[src/rtl/mem_port_arbiter.sv]
// mem_port_arbiter
// Shares one single-port memory between an instruction-fetch port (I) and a
// load/store port (D). One 1-cycle access is granted at a time. Round-robin
// applies only when both ports are eligible at the same IDLE edge. The memory
// strobes come straight from registers, so ren and wen are never high together.
// A saturating counter records every grant decision made under contention.
module mem_port_arbiter #(
    parameter int AW    = 32,
    parameter int DW    = 32,
    parameter int CNT_W = 16
) (
    input  logic             clock,
    input  logic             reset,
    // instruction-fetch port (read only)
    input  logic             i_req,
    input  logic [AW-1:0]    i_addr,
    output logic [DW-1:0]    i_rdata,
    output logic             i_ack,
    // load/store port
    input  logic             d_req,
    input  logic             d_we,
    input  logic [AW-1:0]    d_addr,
    input  logic [DW-1:0]    d_wdata,
    output logic [DW-1:0]    d_rdata,
    output logic             d_ack,
    // memory side
    output logic             mem_ren,
    output logic             mem_wen,
    output logic [AW-1:0]    mem_addr,
    output logic [DW-1:0]    mem_din,
    input  logic [DW-1:0]    mem_dout,
    // performance debug
    output logic [CNT_W-1:0] contention
);

    localparam logic [1:0] IDLE    = 2'd0;
    localparam logic [1:0] SERVE_I = 2'd1;
    localparam logic [1:0] SERVE_D = 2'd2;

    logic [1:0] state;
    logic       last_grant_d;   // 1: D won the most recent contended decision
    logic       i_elig;
    logic       d_elig;
    logic       contend;
    logic       grant_i;
    logic       grant_d;

    // Saturating increment: the counter sticks at all-ones instead of wrapping.
    function automatic logic [CNT_W-1:0] sat_inc(input logic [CNT_W-1:0] v);
        return (&v) ? v : v + 1'b1;
    endfunction

    // Grant decision. A request seen while its own ack is still high belongs
    // to the transaction just completed, so it is not eligible again.
    always_comb begin
        i_elig  = i_req & ~i_ack;
        d_elig  = d_req & ~d_ack;
        contend = (state == IDLE) & i_elig & d_elig;
        grant_i = (state == IDLE) & i_elig & (~d_elig | last_grant_d);
        grant_d = (state == IDLE) & d_elig & (~i_elig | ~last_grant_d);
    end

    // Control: FSM, ack pulses, round-robin pointer and contention counter.
    always_ff @(posedge clock or negedge reset) begin
        if (!reset) begin
            state        <= IDLE;
            last_grant_d <= 1'b1;
            contention   <= '0;
            i_ack        <= 1'b0;
            d_ack        <= 1'b0;
        end else begin
            i_ack <= (state == SERVE_I);
            d_ack <= (state == SERVE_D);
            case (state)
                IDLE: begin
                    if (grant_i) begin
                        state <= SERVE_I;
                    end else if (grant_d) begin
                        state <= SERVE_D;
                    end
                end
                default: state <= IDLE;
            endcase
            if (contend) begin
                last_grant_d <= grant_d;
                contention   <= sat_inc(contention);
            end
        end
    end

    // Memory drive registers: loaded on a grant, strobes cleared leaving SERVE.
    // Address and write data simply hold between accesses.
    always_ff @(posedge clock or negedge reset) begin
        if (!reset) begin
            mem_ren  <= 1'b0;
            mem_wen  <= 1'b0;
            mem_addr <= '0;
            mem_din  <= '0;
        end else if (grant_i) begin
            mem_ren  <= 1'b1;
            mem_wen  <= 1'b0;
            mem_addr <= i_addr;
        end else if (grant_d) begin
            mem_ren  <= ~d_we;
            mem_wen  <= d_we;
            mem_addr <= d_addr;
            mem_din  <= d_wdata;
        end else if (state != IDLE) begin
            mem_ren  <= 1'b0;
            mem_wen  <= 1'b0;
        end
    end

    // Read data capture: changes only on the edge that raises the matching
    // ack. Stores leave d_rdata untouched.
    always_ff @(posedge clock or negedge reset) begin
        if (!reset) begin
            i_rdata <= '0;
            d_rdata <= '0;
        end else begin
            if (state == SERVE_I) begin
                i_rdata <= mem_dout;
            end
            if ((state == SERVE_D) && !mem_wen) begin
                d_rdata <= mem_dout;
            end
        end
    end

endmodule

[config.mk]
export PLATFORM = sky130hd
export DESIGN_NAME = mem_port_arbiter
export DESIGN_NICKNAME = d
export VERILOG_FILES = /design/src/rtl/mem_port_arbiter.sv
export SDC_FILE = /design/constraint.sdc
export NUM_CORES = 1
export LEC_CHECK = 0
export CAP_MARGIN = 10
export CORE_MARGIN = 1
export CORE_UTILIZATION = 28
export DETAILED_ROUTE_END_ITERATION = 10
export GPL_TIMING_DRIVEN = 0
export PLACE_DENSITY = 0.68
export SYNTH_ARGS = -nofsm -noshare
export SYNTH_HDL_FRONTEND = slang
export SYNTH_SLANG_ARGS = --single-unit
[constraint.sdc]
create_clock -name clock -period 4.9 [get_ports clock]
set_input_delay 1.225 -clock clock [delete_from_list [all_inputs] [get_ports clock]]
set_output_delay 1.225 -clock clock [all_outputs]
set_load 0.05 [all_outputs]
---- Word level (Yosys, flattened, before mapping) ----
Cells that the tools add are included.
word-level totals
  bits of input ports ..................... 133
  logic and storage cells ................. 51
  bits in registers ....................... 151
cells by class
  add/subtract/negate cells ............... 1
  equal/unequal tests ..................... 3
  muxes and demuxes ....................... 10
  reduce and logical (&&, ||, !) cells .... 9
  bitwise logic cells ..................... 17
operators by type and width
  cell                     count
  $mux W32                 2
  $add A16 B1 Y16 const B  1
  $reduce_and A16 Y1       1
  $not A1 Y1               8
  $and A1 B1 Y1            7
  $mux W2                  3
  $mux W1                  5
  $reduce_and A2 Y1        2
  $reduce_bool A2 Y1       2
  $ne A3 B3 Y1 const B     1
  $reduce_bool A3 Y1       1
  $eq A2 B1 Y1 const B     1
  $eq A2 B2 Y1 const B     1
  $logic_not A2 Y1         1
  $or A1 B1 Y1             2
  $logic_and A1 B1 Y1      1
  $logic_not A1 Y1         1

---- Depth between registers and ports, before layout ----
Gate-level depths: netlist (run 1).
  depth in word-level cells ............... 8
  mapped depth ............................ 7
  gate-level depth less buffers ........... 6

---- Least setup slack after synthesis (run 1) ----
OpenSTA, ideal clock, no wires.
  kind .................................... input -> register
  from .................................... input i_req
  to ...................................... register mem_din[25]
  setup time .............................. 125 ps
  cell stages on the path ................. 5
  data required time ...................... 4,775 ps
  path slack .............................. 2,476 ps
  arrival time ............................ 2,299 ps
  path through ............................ and2b_2 > a21oi_1 > buf_4 > buf_4 > mux2_2
on the way
  longest elaborated chain between the ends .. 5
  elaborated cells on any way between the ends .. 8
  those cells by class .................... bitwise (7); reduce/logical (1)
RTL lines
  element                                                              RTL line  source
  start: declaration                                                   15        input logic i_req,
  $and A1 B1 Y1 *                                                      56        i_elig = i_req & ~i_ack;
  $and A1 B1 Y1 / $not A1 Y1 (equally long branches)                   59, 60
  $and A1 B1 Y1 / $or A1 B1 Y1 (equally long branches)                 59, 60
  $not A1 Y1 (no source line) / $and A1 B1 Y1 (equally long branches)  -
  $reduce_and A2 Y1 (no source line) *                                 -
  end signal: assignment                                               107       mem_din <= d_wdata;
  end: declaration                                                     30        output logic [DW-1:0] mem_din,
Every way passes the cells marked *; elsewhere a longest branch is shown, timed or not.
A chain may end at the register's enable or synchronous reset.

---- Worst setup path after layout (run 1) ----
  from .................................... register contention[4]
  to ...................................... output contention[4]
RTL lines
  element                   RTL line  source
  start: declaration        33        output logic [CNT_W-1:0] contention
  start signal: assignment  86        contention <= sat_inc(contention);
No word-level cell between the ends.

==> metrics.cfg, run 1 <==
[run_status]
status=finished, final reports clean

[critical_path]
crit_path_max_fanout=6
critPathSlowestCell=clkdlybuf4s50_1
crit_arrival_ns=1.72
critPathTopFamily=buffers and inverters
slowest_delay_ns=0.84
cp-start-kind=flop
crit_type=reg2out
path_buf_inv=1
critPathCaptureType=output pin
crit_path_cell_trace=clkdlybuf4s50_1
required_ns=3.67

[clocking]
clk_latency_ns=0.42
clk_pin_slew_ns=0.06
postCtsSetupRepairBufs=0
clock-sinks=151
ctsResizeCount=0
cts_tree=done
cts_buffer_depth=2
cts_root_buffer=clkbuf_16
cts_buffers=17
htreeDepth=4
ctsHoldBuffers=0

[yosys]
seq_area_frac_synth_pct=63.95
synth-xor-area-share_pct=2.371
yosysWarnings=0
synth_compound_area_share_pct=6.266
synthAdderAreaFrac_pct=0.2117
synthMuxAreaShare_pct=18.54
synth_simple_gate_area_share_pct=4.551
avgSynthCellArea_um2=14.96
postSynthNetCount=529
synth_top_family_by_area=multiplexers
synth_cell_types=34
ys_ff_latch=151
syn_area_um2=5911
synthCells=395

[sta]
max_freq_mhz=339.5
tightestPinTransition_ns=0.6877
hold_slack_ns=0.4874
max_slew_margin_pct=53.85
tns_ns=0
finalWorstSetupSlack_ns=1.955
setup_viol=0
min_period_ns=2.945
rsz0062_at_grt=false
clock_skew_ns=0.006911
period_share_pct=60.11
timing.final.hold_violations=0
slew_viol_final=0

[floorplan]
die_h_um=147.3
ios=281
fp.coreArea_um2=20490
rows=52
initial_core_util_pct=28.84
die_w_um=147.3
dieArea_um2=21690

[routing]
wl_per_cell_um=17.11
vias=4427
drc=0
first_pass_iters=4
ant_nets=0
viasPerCell=4.527
routed_wl_mm=16.73
dr.first_iter.drc_count=151

[min_path]
hold_path.class=reg2reg

[final_layout]
final_core_util_pct=47.38
synthToLayoutAreaGrowth_pct=64.29
layout.nets=829
drive_gt1_share_pct=22.60
diodes=0

[power]
power.leakage_nw=4.154
power.total_w=0.008305
p_per_area_nw_per_um2=855.3
peakVddDrop_mv=0.4610

[place]
place_congestion=0.7196
place_ws_ns=1.533
dp_hpwl_mm=12.08
port_buffers=280

[flow_run]
max_cap_violations=0

[grt]
grt_pass1_vias=4763
grt_max_degree=110
grtUsageTotal_pct=15.70
grt-ovfl-total=0
grt_pass1_wl_mm=26.15
grt_antenna_before_repair=1

## cell usage after synthesis
library cell / instances / share of area, %
nand4_1: 5 / 0.53
a32o_1: 1 / 0.17
inv_1: 34 / 2.2
and3_1: 2 / 0.21
dfstp_2: 1 / 0.44
nand3_1: 7 / 0.59
a21oi_1: 2 / 0.17
a311o_1: 1 / 0.17
dfrtp_1: 150 / 64
mux2_2: 95 / 18
buf_4: 5 / 0.64
nor3_1: 1 / 0.085
and2b_4: 1 / 0.17
mux2_4: 1 / 0.25
a222oi_1: 32 / 5.4
and2b_2: 1 / 0.15
nor2_4: 1 / 0.19
o21ai_1: 1 / 0.085
mux2_1: 1 / 0.19
and4_1: 1 / 0.15
nor2b_1: 3 / 0.32
nor4_4: 2 / 0.72
xor2_1: 5 / 0.74
ha_1: 1 / 0.21
nand4_2: 2 / 0.42
a311oi_2: 1 / 0.25
buf_2: 14 / 1.2
nor4_1: 1 / 0.11
clkbuf_1: 2 / 0.13
nand2_1: 4 / 0.25
nor2_1: 4 / 0.25
nor2_2: 1 / 0.11
xnor2_1: 11 / 1.6
nand3_4: 1 / 0.30
## area by class of cell
| class | instances | area [µm²] |
|---|---|---|
| Inverter | 34 | 127.6 |
| Clock inverter | 14 | 187.7 |
| Multi-Input combinational cell | 189 | 1888 |
| Tap cell | 270 | 337.8 |
| Buffer | 21 | 115.1 |
| Timing Repair Buffer | 281 | 2835 |
| Fill cell | 1891 | 10780 |
| Clock buffer | 18 | 439.2 |
| Sequential cell | 151 | 3780 |
## cells by family (layout without fill, tap and decap cells)
group / after synthesis / in the layout
mux: 97 / 97
compound gates: 38 / 38
xor+xnor: 16 / 16
simple gates: 37 / 37
fa+ha+maj: 1 / 1
flops: 151 / 151
buf+inv: 55 / 368
## power by group
part / switching (W) / internal (W) / leakage, nW / total, W
logic: 0.00297 / 0.00177 / 2.03 / 0.00474
registers: 0.000316 / 0.00185 / 1.83 / 0.00216
clock network: 0.000569 / 0.000831 / 0.298 / 0.00140
## placed cells by master, fill, tap and decap left out, drive strengths merged
cell type / synthesis / layout
and3: 2 / 2
xnor2: 11 / 11
nand2: 4 / 4
nand4: 7 / 7
nor2: 6 / 6
xor2: 5 / 5
a21oi: 2 / 2
nor2b: 3 / 3
a311oi: 1 / 1
a311o: 1 / 1
a222oi: 32 / 32
clkinv: 0 / 2
nand3: 8 / 8
clkinvlp: 0 / 3
dfstp: 1 / 1
buf: 19 / 21
a32o: 1 / 1
clkbuf: 2 / 20
o21ai: 1 / 1
ha: 1 / 1
and4: 1 / 1
bufinv: 0 / 3
nor4: 3 / 3
and2b: 2 / 2
inv: 34 / 40
nor3: 1 / 1
mux2: 97 / 97
dfrtp: 150 / 150
clkdlybuf4s50: 0 / 279
## worst paths after layout
check	start	end	slack [ns]	cells after the start
max reg2reg	d_ack$_DFF_PN0_	mem_din[30]$_DFFE_PN0P_	2.89	6
min reg2reg	d_rdata[6]$_DFFE_PN0P_	d_rdata[6]$_DFFE_PN0P_	0.49	1
max in group asynchronous	reset	mem_addr[8]$_DFFE_PN0P_	3.33	2
min in group asynchronous	reset	d_rdata[30]$_DFFE_PN0P_	0.69	1
min	d_rdata[6]$_DFFE_PN0P_	d_rdata[6]$_DFFE_PN0P_	0.49	1
max	contention[4]$_DFFE_PN0P_	contention[4]	1.95	1
## state kept, by name, indices dropped and copies added (netlist names)
name and count:
i_ack 1, last_grant_d 1, mem_ren 1, d_rdata 32, i_rdata 32, mem_wen 1, mem_din 32, contention 16
state 2, mem_addr 32, d_ack 1
## routing by layer
metal | GRT usage, % | up-vias | wire (µm)
li1 | - | 2044 | -
met2 | 26.11 | 186 | 8016
met4 | 5.103 | 0 | 224
met3 | 6.335 | 14 | 1705
met5 | 0 | - | 0
met1 | 18.38 | 2183 | 6785
## stage by stage
step                      cell area [µm²]  cells
after global routing                 9711    978
after detailed placement             9084    946
after floorplan                      5911    395
after CTS                            9711    978
final                                9711    978
after global placement               9051    945
## worst register-to-register path, stage by stage, from the launching register on
cell and delay, ns:
dfrtp_1 0.40, and2b_4 0.29, nand2_1 0.06, a21oi_1 0.31
buf_4 0.27, buf_4 0.23, mux2_2 0.35
Power figures use the tool's default switching activity.
==> run 2: changes to the inputs <==
==> constraint.sdc (replaced) <==
create_clock -name clock -period 3.1 [get_ports clock]
set_input_delay 0.775 -clock clock [delete_from_list [all_inputs] [get_ports clock]]
set_output_delay 0.775 -clock clock [all_outputs]
set_load 0.05 [all_outputs]
==> results of run 2 <==
Same layout as run 1 (identical final DEF). Status: finished, final reports clean.
Main changes from that run: setup slack after placement 1.533 ns -> 0.1831 ns; setup slack after layout 1.955 ns -> 0.6048 ns; hold slack 0.4874 ns -> 0.2421 ns; register-to-register setup slack 2.89 ns -> 1.09 ns; total power 0.008305 W -> 0.01313 W; worst IR drop on VDD 0.4610 mV -> 0.7287 mV
==> edit 1 (settings of run 2) <==
Change the parameter `AW` from 32 to 16.
--- a/src/rtl/mem_port_arbiter.sv
+++ b/src/rtl/mem_port_arbiter.sv
@@ -5,7 +5,7 @@
 // strobes come straight from registers, so ren and wen are never high together.
 // A saturating counter records every grant decision made under contention.
 module mem_port_arbiter #(
-    parameter int AW    = 32,
+    parameter int AW    = 16,
     parameter int DW    = 32,
     parameter int CNT_W = 16
 ) (
Ports: changed (resized d_addr, i_addr and mem_addr); port bits go from 281 to 233. The function was not compared with the original's and may differ.
==> edit 1 against run 2 <==
Final area decreased by 12%; sequential cell count decreased by 16; power decreased by 11%; synthesized area decreased by 10%; combinational power decreased by 15%; global-route usage decreased by 0.61 points; count of clock-buffer cells in the layout unchanged; wire length decreased by 16%; setup slack improved by 0.027 ns.
==> edit 1: results (changes against run 2) <==
Outcome
  • Status: finished clean

Placement
  • Post-detail-place hpwl: 10.2 mm (-16%)
  • Pre-CTS setup slack: 0.311 ns (+0.128 ns)
  • GP Congestion: 0.791 (+9.9%)
  • IO Port Bufs: 232 (-17%)
  • Placed insts: 904 (-4.4%)

Layout
  • Ant. Diodes: 0 (unchanged)
  • Final nets: 791 (-4.6%)
  • Share of layout cells above drive strength 1: 16.2% (-6.4 points)
  • Fillers: 1,730 (-8.5%)

Global route
  • Largest net degree at the start of global routing: 74 (-33%)
  • First-pass GRT wire length: 23.0 mm (-12%)
  • Vias in the first global route: 4,381 (-8.0%)
  • Initial antenna violation count: 0 (-1)
  • All-Layer GR Usage: 15.1% (-0.61 points)

Detailed routing
  • Iteration-0 DRC count of the detailed router: 148 (-2.0%)
  • Vias per cell: 4.46 (-1.6%)
  • Vias: 4,171 (-5.8%)
  • Drt wl/cell: 15.0 microns (-12%)

Critical path
  • Data arrival, critical path: 1.69 ns (-0.03 ns)
  • R2r endpoint: mem_din[1]
  • CP Max Fanout: 3 (-3)
  • R2R setup slack: 1.13 ns (+0.04 ns)
  • Setup crit end: i_ack
  • Worst Setup SP: i_ack
  • Path depth of the worst reg2reg path: 7 (+1)
  • CP peak stage delay: 0.87 ns (+0.03 ns)

Logic synthesis
  • Synth Instances: 437 (+11%)
  • Compound-cell area share of the yosys netlist: 3.03% (-3.2 points)
  • Synth cell count leaders: 137 x nand2_1, 134 x dfrtp_1, 64 x mux2_2, 16 x a22oi_1, 15 x xor2_1
  • Syn_nets: 539 (+1.9%)
  • Synth Area in Adders: 0.235% (+0.023 points)
  • Synth top area cells: dfrtp_1 63%, mux2_2 14%, nand2_1 9.7%
  • Xor and xnor fraction of the mapped netlist area: 2.63% (+0.26 points)
  • Seq/Total Area, Yosys: 63.5% (-0.43 points)
  • Ys Warns: 0 (unchanged)
  • Mux share of post-synthesis cell area: 13.8% (-4.8 points)

Timing
  • Clock skew: 0.0131 ns (+0.00620 ns)
  • Max_slew headroom: 59.0% (+5.1 points)
  • F_max: 0.405 GHz (+1.1%)

CTS
  • Num CTS Buffers: 17 (unchanged)
  • CTS clock-pin slew for the worst setup and hold paths: 0.06 ns (about the same)

Power and ir drop
  • Leakage: 3.80 nW (-8.6%)
  • Sw frac: 46.6% (+0.13 points)
  • Clk pwr share: 18.6% (+1.7 points)
  • Worst VDD drop: 607 uV (-17%)
  • Power share of the sequential group: 26.3% (+0.3 points)
## edit 1: layer usage
layer / part of all wire, % / GRT usage (%)
met5: 0 / 0
met4: 2.0 / 6.25
met3: 8.0 / 5.71
met2: 47 / 24.2
met1: 43 / 18.2
## edit 1: worst min-delay path by stage
| stage | startpoint | to | slack, ns | cells past startpoint |
|---|---|---|---|---|
| floorplan | reset | contention[0] | 0.48 | 0 |
| global placement | mem_din[28] | mem_din[28] | 0.46 | 2 |
| detailed placement | mem_addr[7] | mem_addr[7] | 0.46 | 2 |
| CTS | reset | contention[4] | 0.35 | 1 |
| global route | reset | contention[4] | 0.37 | 1 |
| finish | reset | contention[5] | 0.33 | 1 |
## edit 1: stage by stage
step	total power [mW]	hold slack, ns	utilization, %	setup TNS (ns)	instance area (sq um)
CTS	11.8	0.346	46.1	0	8590
finish	11.6	0.332	46.1	0	8590
detailed placement	9.55	0.461	42.7	0	7960
global route	12.2	0.374	46.1	0	8590
floorplan	7.27	0.478	-	0	5320
global placement	9.47	0.458	42.6	-584.03	7940
## edit 1: cell type report
cell class,instances,area share [%]
buffer,21,1.08
timing repair buffer,233,27.4
multi-input combinational,280,21.5
clock buffer,18,4.99
clock inverter,14,2.32
sequential,135,39.3
inverter,1,0.0437
tap,234,3.41
## edit 1: worst register-to-register path, stage by stage (launching register included)
cell and delay, ns:
dfrtp_1 0.40, nand2b_1 0.19, a2111o_1 0.38, clkbuf_1 0.19, inv_2 0.15, clkbuf_1 0.40
nand2_1 0.12, nand2_1 0.08
## edit 1: kinds of logic after synthesis
kind of cell | after synthesis
compound gates | 21
xor+xnor | 16
fa+ha+maj | 1
buf+inv | 22
flops | 135
mux | 65
simple gates | 177
==> edit 2 (config.mk and constraints of run 2) <==
Made on the original files. Reset style: synchronous (`reset`), changed in 3 clocked blocks.
--- a/src/rtl/mem_port_arbiter.sv
+++ b/src/rtl/mem_port_arbiter.sv
@@ -61,7 +61,7 @@
     end
 
     // Control: FSM, ack pulses, round-robin pointer and contention counter.
-    always_ff @(posedge clock or negedge reset) begin
+    always_ff @(posedge clock) begin
         if (!reset) begin
             state        <= IDLE;
             last_grant_d <= 1'b1;
@@ -90,7 +90,7 @@
 
     // Memory drive registers: loaded on a grant, strobes cleared leaving SERVE.
     // Address and write data simply hold between accesses.
-    always_ff @(posedge clock or negedge reset) begin
+    always_ff @(posedge clock) begin
         if (!reset) begin
             mem_ren  <= 1'b0;
             mem_wen  <= 1'b0;
@@ -113,7 +113,7 @@
 
     // Read data capture: changes only on the edge that raises the matching
     // ack. Stores leave d_rdata untouched.
-    always_ff @(posedge clock or negedge reset) begin
+    always_ff @(posedge clock) begin
         if (!reset) begin
             i_rdata <= '0;
             d_rdata <= '0;
Formal check against the unedited RTL: differs if reset is asserted again (counterexample within 4 cycles, from zero or initial values and one cycle with reset low); with reset held inactive, the same outputs for 4 cycles.
==> edit 2 against run 2 <==
Wire length grew 17%; critical path depth is the same; sequential cell count is the same; utilization shrank 0.40 points; synthesized area shrank 2.5%; final area shrank 2.1%; setup slack lost 0.049 ns; critical path type unchanged; largest cell class unchanged.
Power is not compared: it rests on default switching activity, and its combinational part moved more than twofold at a synthesized area within 25%.
==> edit 2: results (changes against run 2) <==
Critical path
  • Data arrival, critical path: 1.77 ns (+0.05 ns)
  • Slowest cell on the critical path: clkdlybuf4s50_1
  • Delay-heaviest family, CP: buffers and inverters
  • CP Max Fanout: 8 (+2)
  • CP peak stage delay: 0.87 ns (+0.03 ns)
  • R2R setup slack: 1.17 ns (+0.08 ns)

Layout
  • Share of layout cells above drive strength 1: 5.41% (-17 points)
  • Ant. Diodes: 0 (unchanged)
  • Final nets: 1,138 (+37%)
  • Fillers: 1,941 (+2.6%)

CTS
  • H-tree Lvls: 4 (unchanged)
  • CTS max path bufs: 2 (unchanged)
  • Root Driver: clkbuf_16
  • Latest clock arrival within the worst-skew pair: about 0.43 ns
  • Post_cts resized: 0 (unchanged)
  • Post-CTS Setup Repair Bufs: 0 (unchanged)
  • CTS clock-pin slew for the worst setup and hold paths: around 0.070 ns
  • Num CTS Buffers: 17 (unchanged)

Logic synthesis
  • Async SR Flop Fraction: 0% (-100 points)
  • Syn_nets: 839 (+59%)
  • Seq/Total Area, Yosys: 52.4% (-12 points)
  • Synth cell count leaders: 244 x nand2_1, 151 x dfxtp_1, 110 x a21oi_1, 38 x clkbuf_1, 23 x o21ai_0
  • Synth top area cells: dfxtp_1 52%, nand2_1 16%, a21oi_1 9.5%
  • Synth Instances: 705 (+78%)
  • Cell variety after synth: 46 (+35%)
  • Ys Warns: 0 (unchanged)

Placement
  • Placed insts: 1,255 (+33%)
  • IO Port Bufs: 280 (unchanged)
  • GP Congestion: 0.824 (+14%)
  • Pre-CTS setup slack: 0.220 ns (+0.0366 ns)
  • Post-detail-place hpwl: 14.5 mm (+20%)

Detailed routing
  • Vias per cell: 4.67 (+3.2%)
  • Iteration-0 DRC count of the detailed router: 210 (+39%)
  • Drt first pass iters: 5 (+1)
  • Vias: 6,013 (+36%)
  • Drt wl/cell: 15.2 microns (-11%)

Power and ir drop
  • Leakage: 3.34 nW
  • Worst VDD drop: ~320 uV

Global route
  • Largest net degree at the start of global routing: 19 (-83%)
  • Initial antenna violation count: 0 (-1)
  • Vias in the first global route: 5,660 (+19%)
  • First-pass GRT wire length: 30.9 mm (+18%)
  • All-Layer GR Usage: 18.5% (+2.8 points)

Worst hold path
  • HP Class: flop to flop

Outcome
  • Status: finished clean

Timing
  • Slew @ Worst Pin: 0.627 ns (-0.0607 ns)
  • Clock skew: 0.0103 ns (+0.00336 ns)
  • Final hold slack: 0.454 ns (+0.212 ns)
  • Min cycle time layout: 2.54 ns (+0.0489 ns)
edit 2: worst reg2reg max path: stages (launching register included):
cell	delay, ns
dfxtp_1	0.58
nor3b_1	0.59
clkbuf_1	0.45
nand2_1	0.10
a21oi_1	0.14
edit 2: through the flow:
step,power [mW],cell area [sq um]
CTS,5.47,9510
detailed placement,3.37,8910
global placement,3.36,8910
floorplan,2.85,5770
global route,5.63,9510
finish,5.40,9510
edit 2: cell families (layout without fill, tap and decap cells):
family          count (synthesis)  after routing  share of synthesized area, %
flops                         151            151                          52.4
simple gates                  310            310                          24.0
buf+inv                        53            365                          3.97
compound gates                187            187                          18.9
mux                             3              3                         0.521
fa+ha+maj                       1              1                         0.217
edit 2: cell type report:
class                   count  area, sq um  area share (%)
plain buffers              50          218            2.29
clock buffers              17          425            4.48
clock inverters            15          174            1.83
inverters                   3         11.3           0.118
multi-input cells         501         2510            26.4
flip-flops and latches    151         3020            31.8
well taps                 270          338            3.55
repair buffers            280         2800            29.5
edit 2: path summary, 6_finish.rpt:
check / endpoint / depth (start not counted) / startpoint
worst max-delay path: contention[5] / 1 / contention[5]
worst min-delay path: mem_din[29] / 2 / mem_din[29]
worst max register to register: d_rdata[19] / 4 / state[1]
worst min register to register: mem_din[29] / 2 / mem_din[29]
edit 2: per-layer routing:
layer / share of wire, % / vias to the layer above / track usage (%) / wire, microns
met5: 0 / - / 0 / 0
met4: 1.1 / 0 / 5.58 / 210
met3: 6.5 / 11 / 4.95 / 1280
met2: 48 / 199 / 31.1 / 9450
met1: 44 / 2794 / 23.2 / 8680
li1: - / 3009 / - / -
edit 2: where the power goes:
part           internal [mW]  switching, mW  total [mW]
clock                   1.09          0.986        2.08
sequential              2.06         0.0691        2.13
combinational          0.449          0.740        1.19
